**src/rtl/sdram_cmd_sequencer.sv**
```systemverilog
// sdram_cmd_sequencer: arbitrates host/refresh requests and emits timed SDRAM command strobes.
// Define REFRESH_PREEMPT_EN to let ref_req close an open page and refresh without returning to IDLE.
module sdram_cmd_sequencer #(
  parameter int burst_size = 4,
  parameter int cas_size   = 3,
  parameter int trcd       = 3,
  parameter int trp        = 3,
  parameter int trfc       = 8,
  parameter int twr        = 2
) (
  input  logic                  clk0,
  input  logic                  reset,
  input  logic                  req_read,
  input  logic                  req_write,
  output logic                  req_ack,
  input  logic                  ref_req,
  output logic                  ref_ack,
  input  logic                  page_mod,
  input  logic                  page_term,
  input  logic [burst_size-1:0] bur_len,
  input  logic [cas_size-1:0]   cas_lat,
  output logic                  do_active,
  output logic                  do_reada,
  output logic                  do_writea,
  output logic                  do_writea1,
  output logic                  do_preacharge,
  output logic                  do_refresh,
  output logic                  busy
);
  typedef enum logic [3:0] {IDLE, ACT, RCD, RW, BURST, PAGE, PRE, RP, REF, RFC} state_t;
  localparam logic [7:0] LD_RCD = 8'(trcd - 2);
  localparam logic [7:0] LD_RP  = 8'(trp - 1);
  localparam logic [7:0] LD_PRE = 8'(trp - 2);
  localparam logic [7:0] LD_RFC = 8'(trfc - 2);
  localparam logic [7:0] TWR    = 8'(twr);
  state_t state, state_n;
  logic [7:0] cnt, cnt_n, bl_q, cl_q, bl_in, cl_in, bl_z;
  logic pm_q, wr_q, pre_ref, pre_ref_n, term;
  assign bl_z  = 8'(bur_len);
  assign bl_in = (bl_z == 8'd1 || bl_z == 8'd2 || bl_z == 8'd4 || bl_z == 8'd8) ? bl_z : 8'd1;
  assign cl_in = (cas_lat == cas_size'(2)) ? 8'd2 : 8'd3;
`ifdef REFRESH_PREEMPT_EN
  assign term = page_term | ref_req;
`else
  assign term = page_term;
`endif
  assign busy    = state != IDLE;
  assign req_ack = do_active;
  assign ref_ack = do_refresh;
  // Counter loads hold (cycles - 1) so a state exits on the cycle cnt is 0.
  always_comb begin
    state_n   = state;
    cnt_n     = cnt - 8'd1;
    pre_ref_n = pre_ref;
    case (state)
      IDLE:  state_n = ref_req ? REF : (req_read | req_write) ? ACT : IDLE;
      ACT: begin
        state_n = RCD;
        cnt_n   = LD_RCD;
      end
      RCD:   state_n = (cnt == 8'd0) ? RW : RCD;
      RW: begin
        state_n = pm_q ? PAGE : BURST;
        cnt_n   = (wr_q ? bl_q + TWR : bl_q + cl_q) - 8'd2;
      end
      BURST: begin
        state_n = (cnt == 8'd0) ? RP : BURST;
        cnt_n   = (cnt == 8'd0) ? LD_RP : cnt - 8'd1;
      end
      PAGE: begin
        state_n = term ? PRE : PAGE;
`ifdef REFRESH_PREEMPT_EN
        pre_ref_n = ref_req;
`endif
      end
      PRE: begin
        state_n = (trp == 1) ? (pre_ref ? REF : IDLE) : RP;
        cnt_n   = LD_PRE;
      end
      RP:    state_n = (cnt != 8'd0) ? RP : pre_ref ? REF : IDLE;
      REF: begin
        state_n   = (trfc == 1) ? IDLE : RFC;
        cnt_n     = LD_RFC;
        pre_ref_n = 1'b0;
      end
      RFC:   state_n = (cnt == 8'd0) ? IDLE : RFC;
      default: state_n = IDLE;
    endcase
  end
  always_ff @(posedge clk0 or posedge reset) begin
    if (reset) begin
      state         <= IDLE;
      cnt           <= '0;
      pre_ref       <= 1'b0;
      bl_q          <= 8'd1;
      cl_q          <= 8'd3;
      pm_q          <= 1'b0;
      wr_q          <= 1'b0;
      do_active     <= 1'b0;
      do_reada      <= 1'b0;
      do_writea     <= 1'b0;
      do_writea1    <= 1'b0;
      do_preacharge <= 1'b0;
      do_refresh    <= 1'b0;
    end else begin
      state         <= state_n;
      cnt           <= cnt_n;
      pre_ref       <= pre_ref_n;
      do_active     <= state_n == ACT;
      do_reada      <= state_n == RW && !wr_q;
      do_writea     <= state_n == RW && wr_q;
      do_writea1    <= do_writea;
      do_preacharge <= state_n == PRE;
      do_refresh    <= state_n == REF;
      if (state == IDLE && state_n == ACT) begin
        bl_q <= bl_in;
        cl_q <= cl_in;
        pm_q <= page_mod;
        wr_q <= !req_read;
      end
    end
  end
endmodule

```
**config.mk**
```make
export PLATFORM = sky130hd
export DESIGN_NAME = sdram_cmd_sequencer
export DESIGN_NICKNAME = d
export VERILOG_FILES = /design/src/rtl/sdram_cmd_sequencer.sv
export SDC_FILE = /design/constraint.sdc
export NUM_CORES = 1
export LEC_CHECK = 0
export ABC_AREA = 0
export ABC_CLOCK_PERIOD_IN_PS = 3700
export BUFFER_PORTS_ARGS = -buffer_cell sky130_fd_sc_hd__buf_2
export CAP_MARGIN = 10
export CORE_MARGIN = 2
export CORE_UTILIZATION = 50
export CTS_CLUSTER_SIZE = 40
export DETAILED_ROUTE_END_ITERATION = 6
export HOLD_SLACK_MARGIN = 0.03
export PLACE_DENSITY = 0.71
export SLEW_MARGIN = 20
export SYNTH_ARGS = -nofsm -noshare
export SYNTH_HDL_FRONTEND = slang
export SYNTH_SLANG_ARGS = --single-unit
```
**constraint.sdc**
```tcl
create_clock -name clk0 -period 3.7 [get_ports clk0]
set_clock_uncertainty 0.2 [all_clocks]
set_input_delay 0.185 -clock clk0 [delete_from_list [all_inputs] [get_ports clk0]]
set_output_delay 0.185 -clock clk0 [all_outputs]
set_load 0.05 [all_outputs]
```
# Word level (Yosys, flattened, before mapping)
# Index checks and enable logic that the tools add are counted.
# word_totals
ff_bits	36
input_bits	14
out_inout_bits	9
wordCells	62
# classes
n_addsub	4
eq_ne	18
mux	14
bitwise_logic	1
n_reduce_logical	13
# op_table
operator	count
$pmux 4 s10	1
$pmux 8 s4	1
$eq 4x3->1 const B	6
$eq 4x2->1 const B	4
$eq 4x4->1 const B	4
$mux 8	2
$eq 4x1->1 const B	3
$mux 4	3
$add 8x2->8 const B	1
$add 8x8->8	1
$logic_not 8->1	1
$reduce_bool 8->1	1
$sub 8x1->8 const B	1
$sub 8x2->8 const B	1
$logic_not 4->1	1
$mux 1	4
$mux 2	2
$reduce_bool 4->1	1
$eq 3x2->1 const B	1
$logic_and 1x1->1	3
$logic_or 1x1->1	3
$mux 3	1
$logic_not 1->1	2
$reduce_or 2->1	1
$or 1x1->1	1

# Longest topological paths before layout
# Gate-level depths: netlist (run 1).
# depth
word_depth	6
depth_mapped	9
depth_no_buf	9

# Worst setup path before layout (run 1)
# Ideal clock, no wire load.
# synth_timing
path_kind	register -> register
start	register state[0]
end	register pm_q
setup_time_ns	0.125
t_arrival_ns	1.750
t_required_ns	3.375
setup_slack_ns	1.625
stages_incl_launch_ff	5
path_buffers	1
period_less_slack_ns	2.075
cell_sequence	dfrtp_1 -> buf_6 -> or4_4 -> nor3_4 -> mux2_2
# synth_between
elab_chain_cells	4
word_cells_on_any_way	13
classes_between	eq/ne (10); mux (1); reduce/logical (2)
# synth_lines
item	line	rtl
start: declaration	36	state_t state, state_n;
start signal: assignment	106	state <= state_n;
$eq 4x4->1, or another cell as far along	55	case (state)
$pmux 4 s10	55	
$eq 4x1->1	115	if (state == IDLE && state_n == ACT) begin
$logic_and 1x1->1 *	115	
end signal: assignment	118	pm_q <= page_mod;
end: declaration	38	logic pm_q, wr_q, pre_ref, pre_ref_n, term;
# Mark *: on every way between the ends. The rest lies on a longest branch, timed or not.
# A chain may end at the register's enable or synchronous reset.

# Worst setup path in the final report (run 1)
# layout_timing
start	register state[0]
end	register wr_q
# layout_between
elab_chain_cells	4
word_cells_on_any_way	13
classes_between	eq/ne (10); mux (1); reduce/logical (2)
# layout_lines
item	line	rtl
$eq 4x4->1, or another cell as far along	55	
$pmux 4 s10	55	
$eq 4x1->1	115	
$logic_and 1x1->1 *	115	
end signal: assignment	119	wr_q <= !req_read;
end: declaration	38	
# Marked as above.

==> flow_summary.toml, run 1 <==
[floorplanning]
dieArea_um2 = 3640
die_y_um = 60.3
initial_utilization_pct = 52.4
rows = 20
ioPinCount = 23
coreArea_um2 = 3030
fp.dieW_um = 60.3

[cts]
cts_hold_buf = 10
cts_tree = "built"
clock_latency_ns = 0.33
clk_path_buf_depth = 2
cts_setup_buffers = 0
clk_pin_slew_ns = 0.15
h-tree-depth = 1
cts_buffers = 3
cts.sinks = 25
ctsResizeCount = 0
cts_root_buffer = "clkbuf_4"

[worst_hold_path]
hold-path-cell-count = 4
holdCritPathClass = "in2reg"

[cells_and_area]
syn_to_final_growth_pct = 14.2
multi_input_area_um2 = 865
drive_gt1_share_pct = 23.0
antennaDiodeCount = 0
fillerInstances = 270
regArea_um2 = 628
final_common_cell = "dfrtp_1"
layout_common_cells = "23 x dfrtp_1, 22 x buf_2, 15 x nor2_1, 12 x nand2_1, 10 x dlygate4sd3_1"
stdcell_count = 235
nets = 213

[global_routing]
grt_pass1_vias = 1283
grt_overflow = 0
grt_max_degree = 26
grt_usage_pct = 20.6
antenna_found_initial = 0
grt_first_pass_wirelength_mm = 5.65

[drt]
antenna_left = 0
first_iter_violations = 38
drc = 0
wire_per_inst_um = 13.4
via_count = 1294
wl_met2_mm = 1.53
wl_met1_mm = 1.45
drt_wl_total_mm = 3.14
top_layer_used = "met4"
vias_per_cell = 5.51
drt_first_pass_iters = 4
dr_wl_met3_um = 110

[power_and_ir_drop]
p_per_area_nw_per_um2 = 774
seq_power_share_pct = 37.3
p_comb_share_pct = 53.6
p_int_uw = 752
leakage_nw = 0.818
p_sw_uw = 651
clkPwrFrac_pct = 9.1
peakVddDrop_mv = 0.521
swShare_pct = 46.4

[critical_path]
critPathLaunchType = "register"
path_buf_inv = 1
crit_fanout = 19
crit_type = "reg2reg"
worstRegToRegCells = 5
cp.depth = 5
slowest_stage = "or4_4"
worstPathArrival_ns = 2.79
endpoint_kind = "register"
crit_required_ns = 3.79
crit_chain = "or4_4, nor3_4, nor2_1, a21oi_2, dlygate4sd3_1"
cp_top_family = "simple AND/OR/NAND/NOR gates"
max_stage_delay_ns = 0.63

[job]
max-cap-violations = 0

[timing]
rsz0062_at_grt = "false"
period_share_pct = 73.1
worst_pin_slew_ns = 0.959
max_freq_ghz = 0.370
finalMaxSlewViolations = 0
hold_viol = 0
fin_setup_tns_ns = 0
finalCriticalPeriod_ns = 2.70
slew_headroom_pct = 36.0
finalSetupViolations = 0

[synth]
syn_nets = 186
async_flop_share_pct = 100
synthesis.area_um2 = 1590
synth_seq_cells = 25
synth_cell_type_count = 47
yosysWarnings = 0
yosysTopAreaCellShare_pct = 36.3
syn_area_per_cell_um2 = 9.62
synthFlopType = "dfrtp_1"
syn-instance-count = 165
synth_edf_count = 0
synth_area_leaders = "dfrtp_1 36%, ha_1 5.5%, nor2_1 3.5%"
ys_seq_area_share_pct = 39.6
synth_largest_area_cell = "dfrtp_1"

[place]
hpwl_mm = 2.30
dp_cells = 221
place.gp.congestion = 0.754
portBuffers = 22

[outcome]
outcome = "finished clean"
==> area by class of cell <==
class,instances,area share [%]
Multi-Input combinational cell,123,47.7
Sequential cell,25,34.7
Timing Repair Buffer,32,11.6
Tap cell,44,3.04
Inverter,7,1.45
Clock buffer,3,1.24
Clock inverter,1,0.276
==> kinds of logic after synthesis <==
family / count (synthesis) / share of synthesized area, %
compound gates: 36 / 15.0
simple gates: 66 / 25.6
xor+xnor: 9 / 4.97
flops: 25 / 39.6
mux: 5 / 3.39
fa+ha+maj: 7 / 5.52
buf+inv: 17 / 5.91
==> synth_stat cells, types with 3 or more instances <==
| cell type | instances |
|---|---|
| a21oi_1 | 6 |
| nor3_1 | 4 |
| nor2_1 | 15 |
| a31oi_1 | 4 |
| a21oi_2 | 3 |
| nor3b_1 | 4 |
| inv_1 | 7 |
| ha_1 | 7 |
| dfrtp_1 | 23 |
| o22ai_1 | 3 |
| or2_2 | 4 |
| clkbuf_1 | 5 |
| o21ai_0 | 7 |
| nor4b_1 | 5 |
| nand2b_1 | 3 |
| xor2_1 | 4 |
| buf_6 | 3 |
| nor2b_1 | 3 |
| mux2_2 | 3 |
| nand2_1 | 12 |
| xnor2_1 | 5 |
==> metrics by stage <==
step / hold WS [ns] / setup slack (ns) / power [mW] / util, % / area (um^2)
3_3_place_gp: 0.156 / 1.34 / 1.24 / 55.6 / 1680
4_1_cts: 0.0847 / 0.996 / 1.41 / 59.8 / 1810
5_1_grt: 0.0965 / 0.844 / 1.54 / 59.8 / 1810
6_report: 0.0827 / 0.997 / 1.40 / 59.8 / 1810
3_5_place_dp: 0.172 / 1.33 / 1.27 / 55.6 / 1680
2_1_floorplan: 0.0108 / 1.63 / 1.15 / - / 1590
==> power by group through the flow <==
stage | Clock [mW] | Sequential, mW | Combinational [mW]
6_report | 0.127 | 0.523 | 0.752
5_1_grt | 0.140 | 0.549 | 0.847
4_1_cts | 0.129 | 0.522 | 0.757
3_5_place_dp | 0 | 0.528 | 0.738
3_3_place_gp | 0 | 0.520 | 0.722
2_1_floorplan | 0 | 0.477 | 0.670
==> flip-flops by register name, indices dropped and copies added, names as in the netlist <==
register / count
do_reada: 1
cl_q: 1
cnt: 8
do_writea: 1
pm_q: 1
do_preacharge: 1
wr_q: 1
do_refresh: 1
state: 4
do_active: 1
bl_q: 4
do_writea1: 1
==> worst min-delay path: stages <==
cell     delay (ns)
buf_2          0.12
o21a_1         0.12
nor3_1         0.05
a21oi_2        0.12
==> layer usage <==
layer,up-vias,global-route usage (%)
li1,639,-
met1,627,26.7
met2,24,34.2
met3,4,3.41
met4,0,8.57
met5,-,0
==> final timing paths <==
| kind | from | endpoint | slack [ns] |
|---|---|---|---|
| max reg2reg | state[0] | wr_q | 1.0 |
| min reg2reg | do_writea | do_writea1 | 0.20 |
| max | state[0] | wr_q | 1.0 |
| min | bur_len[2] | bl_q[0] | 0.08 |
| max in group asynchronous | reset | cnt[7] | 2.31 |
| min in group asynchronous | reset | do_writea | 0.39 |
(Power assumes the default switching activity.)
==> run 2, diff against run 1 <==
ABC_CLOCK_PERIOD_IN_PS = 2400   (was 3700)
PLACE_DENSITY = 0.74   (was 0.71)
clock period = 2.4 ns   (was 3.7 ns; I/O delays follow)
==> run 2 against run 1 <==
Effect of this change:
- setup slack worse by 0.82 ns
- global-route usage increased by 0.61 points
- power increased by 61%
- sequential cell count did not move
- combinational power up 80%
- clock power up 50%
- critical path type unchanged
- critical endpoint is now cnt[2]
==> flow_summary.toml, run 2 (synthesis gave the netlist of run 1 again) <==
[outcome]
outcome = "finished clean"

[timing]
finalMaxSlewViolations = 0
fin_setup_tns_ns = 0
rsz0062_at_grt = "false"
finalCriticalPeriod_ns = 2.22
period_share_pct = 92.6
slew_headroom_pct = 72.1
max_freq_ghz = 0.450
hold_viol = 0
worst_pin_slew_ns = 0.416
finalSetupViolations = 0

[critical_path]
reg2reg_to = "cnt[2]"
worstRegToRegCells = 9
cp_common_cell = "ha_1"
crit_required_ns = 2.46
cp_top_family = "adder cells"
slowest_stage = "dfstp_2"
max_stage_delay_ns = 0.57
critPathLaunchType = "register"
worstPathArrival_ns = 2.28
crit_type = "reg2reg"
r2r_setup_slack_ns = 0.18
r2r-start = "bl_q[0]"
endpoint_kind = "register"
crit_chain = "ha_1, inv_1, ha_1, xnor2_2, mux2i_1, ha_1, nor3_1, a21oi_1, o22ai_1"
crit_start = "bl_q[0]"
crit_fanout = 3
path_buf_inv = 1

[floorplanning]
ioPinCount = 23
dieArea_um2 = 3640
die_y_um = 60.3
fp.dieW_um = 60.3
initial_utilization_pct = 52.4
rows = 20
coreArea_um2 = 3030

[place]
portBuffers = 22
place_area_um2 = 1740
place.gp.congestion = 0.804
dp_cells = 228
hpwl_mm = 2.32

[global_routing]
antenna_found_initial = 0
grt_overflow = 0
grt_max_degree = 26
grt_usage_pct = 21.2
grt_pass1_vias = 1308
grt_first_pass_wirelength_mm = 5.80

[cells_and_area]
final_common_cell = "dfrtp_1"
largestRegisters = "cnt x8, bl_q x4, state x4"
fin_area_um2 = 1860
utilization_pct = 61.5
nets = 219
drive_gt1_share_pct = 26.4
antennaDiodeCount = 0
largest_reg_flops = 8
top_register = "cnt"
stdcell_count = 241
syn_to_final_growth_pct = 17.4
layout_common_cells = "23 x dfrtp_1, 22 x buf_2, 15 x nor2_1, 12 x nand2_1, 9 x dlygate4sd3_1"

[power_and_ir_drop]
leakage_nw = 0.854
peakVddDrop_mv = 0.843
p_per_area_nw_per_um2 = 1210

[drt]
drc = 0
drt_wl_total_mm = 3.34
vias_per_cell = 5.46
drt_first_pass_iters = 5
antenna_left = 0
first_iter_violations = 54
wire_per_inst_um = 13.8
via_count = 1317

[cts]
clk_pin_slew_ns = 0.14
cts_root_buffer = "clkbuf_4"
h-tree-depth = 1
clock_latency_ns = 0.33
cts.sinks = 25
cts_buffers = 3
cts_tree = "built"
clk_path_buf_depth = 2
cts_setup_buffers = 0

[worst_hold_path]
min_to = "bl_q[0]"
holdCritPathClass = "in2reg"
hold_path.startpoint = "bur_len[2]"
hold-path-cell-count = 4

[job]
max-cap-violations = 0
-- run 2: changes by cell type in the layout (fill, tap and decap cells not counted) --
| cell | previous run | this run |
|---|---|---|
| xnor2_2 | 0 | 1 |
| dlygate4sd3_1 | 10 | 9 |
| xnor2_1 | 5 | 4 |
| buf_4 | 0 | 7 |
-- run 2: what timing repair did --
item                                   CTS  global route
gates resized for setup                  0             1
hold buffers                             9             0
endpoints found under the hold margin   36             0
setup endpoints to repair                0             1
-- run 2: per-stage QoR --
step	hold WS (ns)	setup WS [ns]	power, mW
2_1_floorplan	-0.0542	0.325	1.77
3_3_place_gp	-0.0203	0.299	1.97
3_5_place_dp	-0.00767	0.190	2.02
4_1_cts	0.0313	0.141	2.24
5_1_grt	0.0523	0.0194	2.45
6_report	0.0410	0.178	2.25
-- run 2: power by group --
part,internal [mW],switching [mW]
sequential,0.575,0.137
combinational,0.577,0.772
clock,0.0625,0.129
-- run 2: worst max path at each step --
| stage | to | cells past startpoint |
|---|---|---|
| 3_5_place_dp | cnt[2] | 9 |
| 5_1_grt | cnt[2] | 9 |
| 4_1_cts | cnt[2] | 9 |
| 2_1_floorplan | pm_q | 4 |
| 3_3_place_gp | cnt[2] | 9 |
| 6_report | cnt[2] | 9 |
-- run 2: area by class of cell --
class	instances	area, um^2
Clock inverter	1	5.00
Tap cell	44	55.1
Sequential cell	25	628
Multi-Input combinational cell	123	872
Clock buffer	3	22.5
Inverter	7	26.3
Fill cell	265	1170
Timing Repair Buffer	38	253
-- run 2: worst register-to-register path: cells and delay by family, from the launching register on --
family | cells | cell delay, ns
buffers and inverters | 1 | 0.05
multiplexers | 1 | 0.10
AO/OA/AOI/OAI | 2 | 0.20
adder cells (fa/ha/maj) | 3 | 0.67
AND/OR/NAND/NOR | 1 | 0.18
flip-flops | 1 | 0.57
XOR/XNOR | 1 | 0.17
-- run 2: metal layers --
layer / vias up / wire length [um] / GRT usage [%]
li1: 653 / - / -
met1: 624 / 1490 / 27.1
met2: 34 / 1700 / 36.5
met3: 6 / 106 / 3.20
met4: 0 / 46 / 7.62
met5: - / 0 / 0
